$ cat config.mk
export PLATFORM = sky130hd
export DESIGN_NAME = spi_multi_master
export DESIGN_NICKNAME = d
export VERILOG_FILES = /design/src/rtl/wacboard_spi_pkg.sv /design/src/rtl/spi_halfper_tick.sv /design/src/rtl/spi_multi_master.sv
export SDC_FILE = /design/constraint.sdc
export NUM_CORES = 1
export LEC_CHECK = 0
export BUFFER_PORTS_ARGS = -buffer_cell sky130_fd_sc_hd__buf_4
export CAP_MARGIN = 10
export CELL_PAD_IN_SITES_DETAIL_PLACEMENT = 1
export CELL_PAD_IN_SITES_GLOBAL_PLACEMENT = 1
export CORE_UTILIZATION = 49
export CTS_BUF_LIST = sky130_fd_sc_hd__clkbuf_8
export CTS_CLUSTER_SIZE = 30
export DETAILED_ROUTE_END_ITERATION = 16
export PLACE_DENSITY = 0.94
export RECOVER_POWER = 50
export SLEW_MARGIN = 20
export SYNTH_ARGS = -nofsm -noshare
export SYNTH_HDL_FRONTEND = slang
export SYNTH_SLANG_ARGS = --single-unit
export TNS_END_PERCENT = 100
$ cat constraint.sdc
create_clock -name clk -period 7.8 [get_ports clk]
set_input_delay 0.39 -clock clk [delete_from_list [all_inputs] [get_ports clk]]
set_output_delay 0.39 -clock clk [all_outputs]
set_load 0.02 [all_outputs]
$ cat src/rtl/wacboard_spi_pkg.sv
// ============================================================================
// Module      : wacboard_spi_pkg
// Description : Shared definitions for the board SPI master: FSM state
//               encoding, SPI mode constants and default sizing.
// Revision    : 1.0 - initial release
// ============================================================================
`default_nettype none

package wacboard_spi_pkg;

    // Transfer sequencer states
    typedef enum logic [2:0] {
        ST_IDLE  = 3'd0,
        ST_SETUP = 3'd1,
        ST_SHIFT = 3'd2,
        ST_HOLD  = 3'd3,
        ST_GAP   = 3'd4
    } spi_state_e;

    // SPI modes encoded as {cpol, cpha}
    localparam logic [1:0] MODE0 = 2'b00;
    localparam logic [1:0] MODE1 = 2'b01;
    localparam logic [1:0] MODE2 = 2'b10;
    localparam logic [1:0] MODE3 = 2'b11;

    // Default sizing
    localparam int DEF_MAX_BITS = 16;
    localparam int DEF_DIV_W    = 8;

endpackage : wacboard_spi_pkg

`default_nettype wire

$ cat src/rtl/spi_halfper_tick.sv
// ============================================================================
// Module      : spi_halfper_tick
// Description : Loadable down-counter producing one tick every (val_i+1)
//               enabled cycles. Held loaded while disabled so that the first
//               half-period after enable is exact.
// Revision    : 1.0 - initial release
// ============================================================================
`default_nettype none

module spi_halfper_tick #(
    parameter int DIV_W = 8
) (
    input  logic             clk,
    input  logic             rst_n,
    input  logic             load_i,
    input  logic             en_i,
    input  logic [DIV_W-1:0] val_i,
    output logic             tick_o
);

    logic [DIV_W-1:0] cnt_q;

    assign tick_o = en_i && (cnt_q == '0);

    // Count down while enabled; reload on every tick and whenever held loaded
    always_ff @(posedge clk) begin
        if (!rst_n) begin
            cnt_q <= '0;
        end else if (load_i || tick_o) begin
            cnt_q <= val_i;
        end else if (en_i) begin
            cnt_q <= cnt_q - DIV_W'(1);
        end
    end

endmodule : spi_halfper_tick

`default_nettype wire

$ cat src/rtl/spi_multi_master.sv
// ============================================================================
// Module      : spi_multi_master
// Description : Single SPI shift engine shared by N_CS chip selects, with
//               per-transfer word length, SPI mode and SCLK divider, and
//               MISO capture for ADC read-back.
// Revision    : 1.0 - initial release
// ============================================================================
`default_nettype none

module spi_multi_master
    import wacboard_spi_pkg::*;
#(
    parameter int N_CS     = 4,
    parameter int MAX_BITS = DEF_MAX_BITS,
    parameter int DIV_W    = DEF_DIV_W
) (
    input  logic                                   clk,
    input  logic                                   rst_n,
    input  logic                                   start,
    input  logic [((N_CS > 1) ? $clog2(N_CS) : 1)-1:0] cs_sel,
    input  logic [$clog2(MAX_BITS+1)-1:0]          nbits,
    input  logic [DIV_W-1:0]                       div,
    input  logic                                   cpol,
    input  logic                                   cpha,
    input  logic [MAX_BITS-1:0]                    tx_data,
    output logic                                   busy,
    output logic                                   done,
    output logic [MAX_BITS-1:0]                    rx_data,
    output logic                                   sclk,
    output logic                                   mosi,
    input  logic                                   miso,
    output logic [N_CS-1:0]                        cs_n
);

    localparam int CS_W = (N_CS > 1) ? $clog2(N_CS) : 1;
    localparam int NB_W = $clog2(MAX_BITS + 1);
    localparam int HP_W = NB_W + 1;
    localparam logic [NB_W-1:0] NB_MAX = NB_W'(MAX_BITS);

    spi_state_e          state_q;
    logic                cpha_q;
    logic [NB_W-1:0]     n_q;
    logic [DIV_W-1:0]    div_q;
    logic [HP_W-1:0]     half_q;
    logic [MAX_BITS-1:0] tx_sh_q;
    logic [MAX_BITS-1:0] rx_sh_q;
    logic [MAX_BITS-1:0] rx_data_q;
    logic                sclk_q;
    logic                mosi_q;
    logic [N_CS-1:0]     cs_n_q;
    logic                busy_q;
    logic                done_q;

    logic                w_sel_ok;
    logic                w_tick;
    logic [DIV_W-1:0]    w_tick_val;
    logic [NB_W-1:0]     w_nb_eff;
    logic [NB_W-1:0]     w_align_sh;
    logic [MAX_BITS-1:0] w_tx_align;
    logic [N_CS-1:0]     w_cs_dec;
    logic                w_lead;
    logic                w_last_half;
    logic                w_sample;
    logic                w_update;

    // Only non-power-of-two chip-select counts can see an out-of-range select
    generate
        if ((1 << CS_W) > N_CS) begin : g_sel_chk
            localparam logic [CS_W:0] N_CS_V = (CS_W + 1)'(N_CS);
            assign w_sel_ok = ({1'b0, cs_sel} < N_CS_V);
        end else begin : g_sel_all
            assign w_sel_ok = 1'b1;
        end
    endgenerate

    // Word length 0 or oversize falls back to the full register width
    assign w_nb_eff   = ((nbits == '0) || (nbits > NB_MAX)) ? NB_MAX : nbits;
    // Left-align the word so the current bit is always the register MSB
    assign w_align_sh = NB_MAX - w_nb_eff;
    assign w_tx_align = tx_data << w_align_sh;

    // Decode the requested chip select into an active-low one-cold vector
    always_comb begin
        w_cs_dec         = '1;
        w_cs_dec[cs_sel] = 1'b0;
    end

    // Divider follows the live input in IDLE so the first half-period is exact
    assign w_tick_val = (state_q == ST_IDLE) ? div : div_q;

    spi_halfper_tick #(
        .DIV_W (DIV_W)
    ) u_tick (
        .clk    (clk),
        .rst_n  (rst_n),
        .load_i (state_q == ST_IDLE),
        .en_i   (state_q != ST_IDLE),
        .val_i  (w_tick_val),
        .tick_o (w_tick)
    );

    // Even half-period index in SHIFT ends on a leading SCLK edge
    assign w_lead      = ~half_q[0];
    assign w_last_half = (half_q == ({n_q, 1'b0} - HP_W'(1)));
    assign w_sample    = w_lead ^ cpha_q;
    // CPHA=1 keeps the MSB placed in SETUP through the first leading edge;
    // CPHA=0 has nothing left to shift out after the final trailing edge
    assign w_update    = cpha_q ? (w_lead && (half_q != '0))
                                : (!w_lead && !w_last_half);

    // Transfer sequencer with registered pin and status outputs
    always_ff @(posedge clk) begin
        if (!rst_n) begin
            state_q   <= ST_IDLE;
            cpha_q    <= 1'b0;
            n_q       <= '0;
            div_q     <= '0;
            half_q    <= '0;
            tx_sh_q   <= '0;
            rx_sh_q   <= '0;
            rx_data_q <= '0;
            sclk_q    <= 1'b0;
            mosi_q    <= 1'b0;
            cs_n_q    <= '1;
            busy_q    <= 1'b0;
            done_q    <= 1'b0;
        end else begin
            done_q <= 1'b0;
            unique case (state_q)
                ST_IDLE: begin
                    if (start && w_sel_ok) begin
                        state_q <= ST_SETUP;
                        busy_q  <= 1'b1;
                        cs_n_q  <= w_cs_dec;
                        sclk_q  <= cpol;
                        cpha_q  <= cpha;
                        n_q     <= w_nb_eff;
                        div_q   <= div;
                        tx_sh_q <= w_tx_align;
                        mosi_q  <= w_tx_align[MAX_BITS-1];
                        rx_sh_q <= '0;
                        half_q  <= '0;
                    end
                end
                ST_SETUP: begin
                    if (w_tick) begin
                        state_q <= ST_SHIFT;
                    end
                end
                ST_SHIFT: begin
                    if (w_tick) begin
                        sclk_q <= ~sclk_q;
                        half_q <= half_q + HP_W'(1);
                        if (w_sample) begin
                            rx_sh_q <= {rx_sh_q[MAX_BITS-2:0], miso};
                        end
                        if (w_update) begin
                            tx_sh_q <= tx_sh_q << 1;
                            mosi_q  <= tx_sh_q[MAX_BITS-2];
                        end
                        if (w_last_half) begin
                            state_q <= ST_HOLD;
                        end
                    end
                end
                ST_HOLD: begin
                    if (w_tick) begin
                        state_q <= ST_GAP;
                        cs_n_q  <= '1;
                    end
                end
                ST_GAP: begin
                    if (w_tick) begin
                        state_q   <= ST_IDLE;
                        busy_q    <= 1'b0;
                        done_q    <= 1'b1;
                        rx_data_q <= rx_sh_q;
                    end
                end
                default: begin
                    state_q <= ST_IDLE;
                end
            endcase
        end
    end

    assign busy    = busy_q;
    assign done    = done_q;
    assign rx_data = rx_data_q;
    assign sclk    = sclk_q;
    assign mosi    = mosi_q;
    assign cs_n    = cs_n_q;

endmodule : spi_multi_master

`default_nettype wire
==> parameters.txt <==
Parameter                              Value

Timing
  Hold Slack ... 0.263 ns
  Fin. max-slew vios ... 18
  Post-route setup TNS ... 0 ns
  Max Clock Freq ... 232 MHz
  Worst slew margin ... -26.5%
  Worst path setup slack after routing ... 3.49 ns
  Total of endpoints with negative setup slack in the final report ... 0
  Transition time at the pin with the least slew margin ... 1.88 ns
  Crit path time final ... 4.31 ns
  Final Cycle Share ... 55.2%
  Final worst clock skew ... 0.0147 ns
  Setup repair after global routing missed its margin ... no
  Number of hold-slack violations in the final timing report ... 0

Synth
  Ranking of synthesized cells by instance count ... sky130_fd_sc_hd__dfxtp_1 (86), sky130_fd_sc_hd__nand2_1 (66), sky130_fd_sc_hd__a21oi_1 (60)
  Post-Syn Area ... 4670 µm²
  Most common cell in the netlist ... sky130_fd_sc_hd__dfxtp_1
  Net count after synthesis ... 583
  Yosys Warn Count ... 0
  Synth Register Bits ... 86
  Synth area leaders ... sky130_fd_sc_hd__dfxtp_1 (37%), sky130_fd_sc_hd__a21oi_1 (6.4%), sky130_fd_sc_hd__mux2i_1 (6.4%)
  Cell taking the most area after synthesis ... sky130_fd_sc_hd__dfxtp_1
  Yosys cell types ... 72
  Post-Synthesis Mean Instance Area ... 8.66 µm²
  Area share of the largest cell type after synthesis ... 36.9%
  Top_reg_cell synth ... sky130_fd_sc_hd__dfxtp_1
  Share of synthesized registers carrying an async set or reset ... 0%
  Number of standard cells after synthesis ... 539
  Sequential area share after synthesis ... 36.9%
  Number of enable flip-flop cells after synthesis ... 0

Global route
  Met1 GRT Util ... 33.2%
  Layer with the highest usage ... met2
  Grt met2 use ... 52.0%
  GR Util All Layers ... 28.2%
  Maximum number of pins on one net before global-route repair ... 63
  Antenna violations before repair ... 0
  Via count of the first global-routing pass ... 4412
  Grt ovf ... 0
  First-pass GRT wire length ... 22300 µm
  Met3 usage in global routing ... 4.64%

Pwr
  Leak ... 1.99 nW
  Pwr Total ... 1.13 mW
  Sequential Power Share ... 43.3%
  Fraction of power consumed by combinational cells ... 24.6%
  Reported net switching power ... 370 µW
  PD cells ... 216 nW/µm²
  Internal ... 758 µW
  Clock share of power ... 32.1%
  Max VDD drop ... 0.000219 V
  Switching Share ... 32.8%

Worst setup path
  Number of gates on the worst path with buffers counted ... 12
  Worst Reg2Reg Path Length in Cells ... 6
  Slowest-stage cell, CP ... sky130_fd_sc_hd__ha_1
  Buf+Inv Stages, Crit Path ... 4
  Type of the worst setup path ... input pin to register
  Worst Path Arrival ... 4.59 ns
  Delay-heaviest family, CP ... adder cells
  Peak per-stage delay on the critical path ... 0.73 ns
  Type of origin of the critical path ... input pin
  Crit-path cells ... buf_4 > nor4_1 > inv_1 > ha_1 > nor2b_4 > inv_1 > ha_1 > clkinv_1 > mux4_2 > a22oi_1 > a22oi_1 > a21oi_1
  Critical-path maximum fanout ... 19
  CP endpoint kind ... register
  Required arrival time at the worst endpoint ... 8.08 ns

Floorplanning
  Ports ... 61
  Core outline area ... 9240 µm²
  Die Area ... 9920 µm²
  Die outline height ... 99.6 µm
  Number of placement rows ... 35
  X dimension of the die ... 99.6 µm
  Starting density of the core ... 50.5%

Placed design
  Cell area after placement ... 5100 µm²
  Last weighted congestion value of the routability-driven placer ... 0.905
  Total half-perimeter wirelength after legalization and detailed placement ... 9060 µm
  Number of I/O port buffers ... 60
  Worst-case setup slack after placement ... 3.03 ns
  Cell Count Post-Placement ... 692

Final layout
  Cell Count, Final, Fillers Out ... 709
  Multi-input gate area in the final layout ... 2680 µm²
  Area Growth Syn to Fin ... 11.8%
  Net count reported at finish ... 619
  Number of inserted filler cells in the final layout ... 1108
  Fraction of final layout cells sized beyond drive strength 1 ... 15.0%
  Antenna cell count ... 0
  Util after Layout ... 56.5%
  Register cell area after layout ... 1720 µm²
  Final instance area ... 5220 µm²

Route
  Residual antenna-violating net count after detailed routing ... 0
  Drt first-iter violations ... 146
  Via count ... 4223
  Ratio of routed vias to standard cells ... 5.96
  Router iterations before antenna repair ... 4
  DRC violation count after routing ... 0
  Average detailed-routed wire length per instance ... 19.0 µm
  Routed wire length ... 13500 µm

Clocking
  Number of buffers added by the clock tree synthesis step ... 9
  Clock network latency to the later pin of the worst-skew pair ... 0.37 ns
  Number of levels in the clock H-tree ... 3
  Clock transition time at the flip-flop clock pins of the worst setup and hold paths ... 0.10 ns
  Sinks on the clock net ... 86
  Clk Tree Root Cell ... sky130_fd_sc_hd__clkbuf_8
  Number of buffers inserted by post-CTS setup repair ... 0
  Hold buffers post-CTS ... 0
  Number of buffers between clock root and the deepest sink ... 2
  CTS-repair resized insts ... 0
  Clock tree from TritonCTS ... done

Flow run
  Max-Cap Viols ... 1

Status
  Violated checks ... max-capacitance violations, max-slew violations
  Result of the run ... complete, but fails checks

Hold path
  Worst Hold Class ... input pin to register
  Number of instances on the worst hold path ... 3
==> cell type report <==
type / instances / area share [%]
Multi-Input combinational cell: 403 / 51.4
Tap cell: 129 / 3.09
Timing Repair Buffer: 63 / 7.34
Sequential cell: 86 / 33.0
Clock inverter: 7 / 1.94
Inverter: 12 / 0.864
Clock buffer: 9 / 2.37
==> routing by layer <==
metal / up-vias / routed length [µm] / part of all wire, %
met5: - / 0 / 0
met4: 0 / 277 / 2.1
met3: 28 / 355 / 2.6
met2: 72 / 7100 / 53
met1: 2126 / 5750 / 43
li1: 1997 / - / -
==> layout by cell type, fill, tap and decap left out, drive strengths merged, types with 9 or more instances in the layout <==
cell / netlist / routed
nand3: 25 / 25
inv: 11 / 14
dfxtp: 86 / 86
mux2i: 30 / 30
a21oi: 60 / 60
buf: 21 / 38
nand2: 66 / 66
a211oi: 10 / 10
xor2: 10 / 10
clkbuf: 17 / 34
xnor2: 9 / 9
nor2: 60 / 60
o21ai: 22 / 22
nor3: 10 / 10
mux4: 10 / 10
==> registers in the layout, indices dropped and copies added (netlist names), 3 cells and up <==
register	cells
n_q	5
div_q	8
u_tick.cnt_q	8
cs_n	4
rx_sh_q	16
half_q	6
rx_data	16
tx_sh_q	15
state_q	3
==> path summary, 6_finish.rpt <==
check | slack, ns | from | end
max | 3.49 | nbits[0] | mosi$_SDFFE_PN0P_
min | 0.26 | div[4] | u_tick.cnt_q[4]$_SDFFE_PN0P_
max reg2reg | 3.79 | state_q[0]$_SDFFE_PN0P_ | rx_sh_q[6]$_SDFFE_PN0P_
min reg2reg | 0.47 | div_q[7]$_SDFFE_PN0P_ | div_q[7]$_SDFFE_PN0P_
==> worst register-to-register path: stages, from the launching register on <==
cell and delay, ns:
sky130_fd_sc_hd__dfxtp_1 0.41, sky130_fd_sc_hd__nor3_1 1.49, sky130_fd_sc_hd__nand2_1 0.92, sky130_fd_sc_hd__o21ai_1 0.44, sky130_fd_sc_hd__o21ai_2 0.31, sky130_fd_sc_hd__nand2_1 0.18
sky130_fd_sc_hd__a21oi_1 0.09
==> power groups by stage <==
stage	logic (mW)	registers [mW]	clock network, mW
2_1_floorplan	0.206	0.494	0
3_3_place_gp	0.263	0.497	0
3_5_place_dp	0.276	0.499	0
4_1_cts	0.280	0.489	0.366
5_1_grt	0.303	0.491	0.387
6_report	0.278	0.488	0.362
==> cells by family after synthesis <==
family | after synthesis | synth area share, %
AND/OR/NAND/NOR | 199 | 21.2
AO/OA/AOI/OAI | 131 | 17.8
flip-flops | 86 | 36.9
buffers and inverters | 50 | 5.58
multiplexers | 47 | 13.0
XOR/XNOR | 19 | 3.73
adder cells (fa/ha/maj) | 7 | 1.88
(Power assumes the default switching activity.)
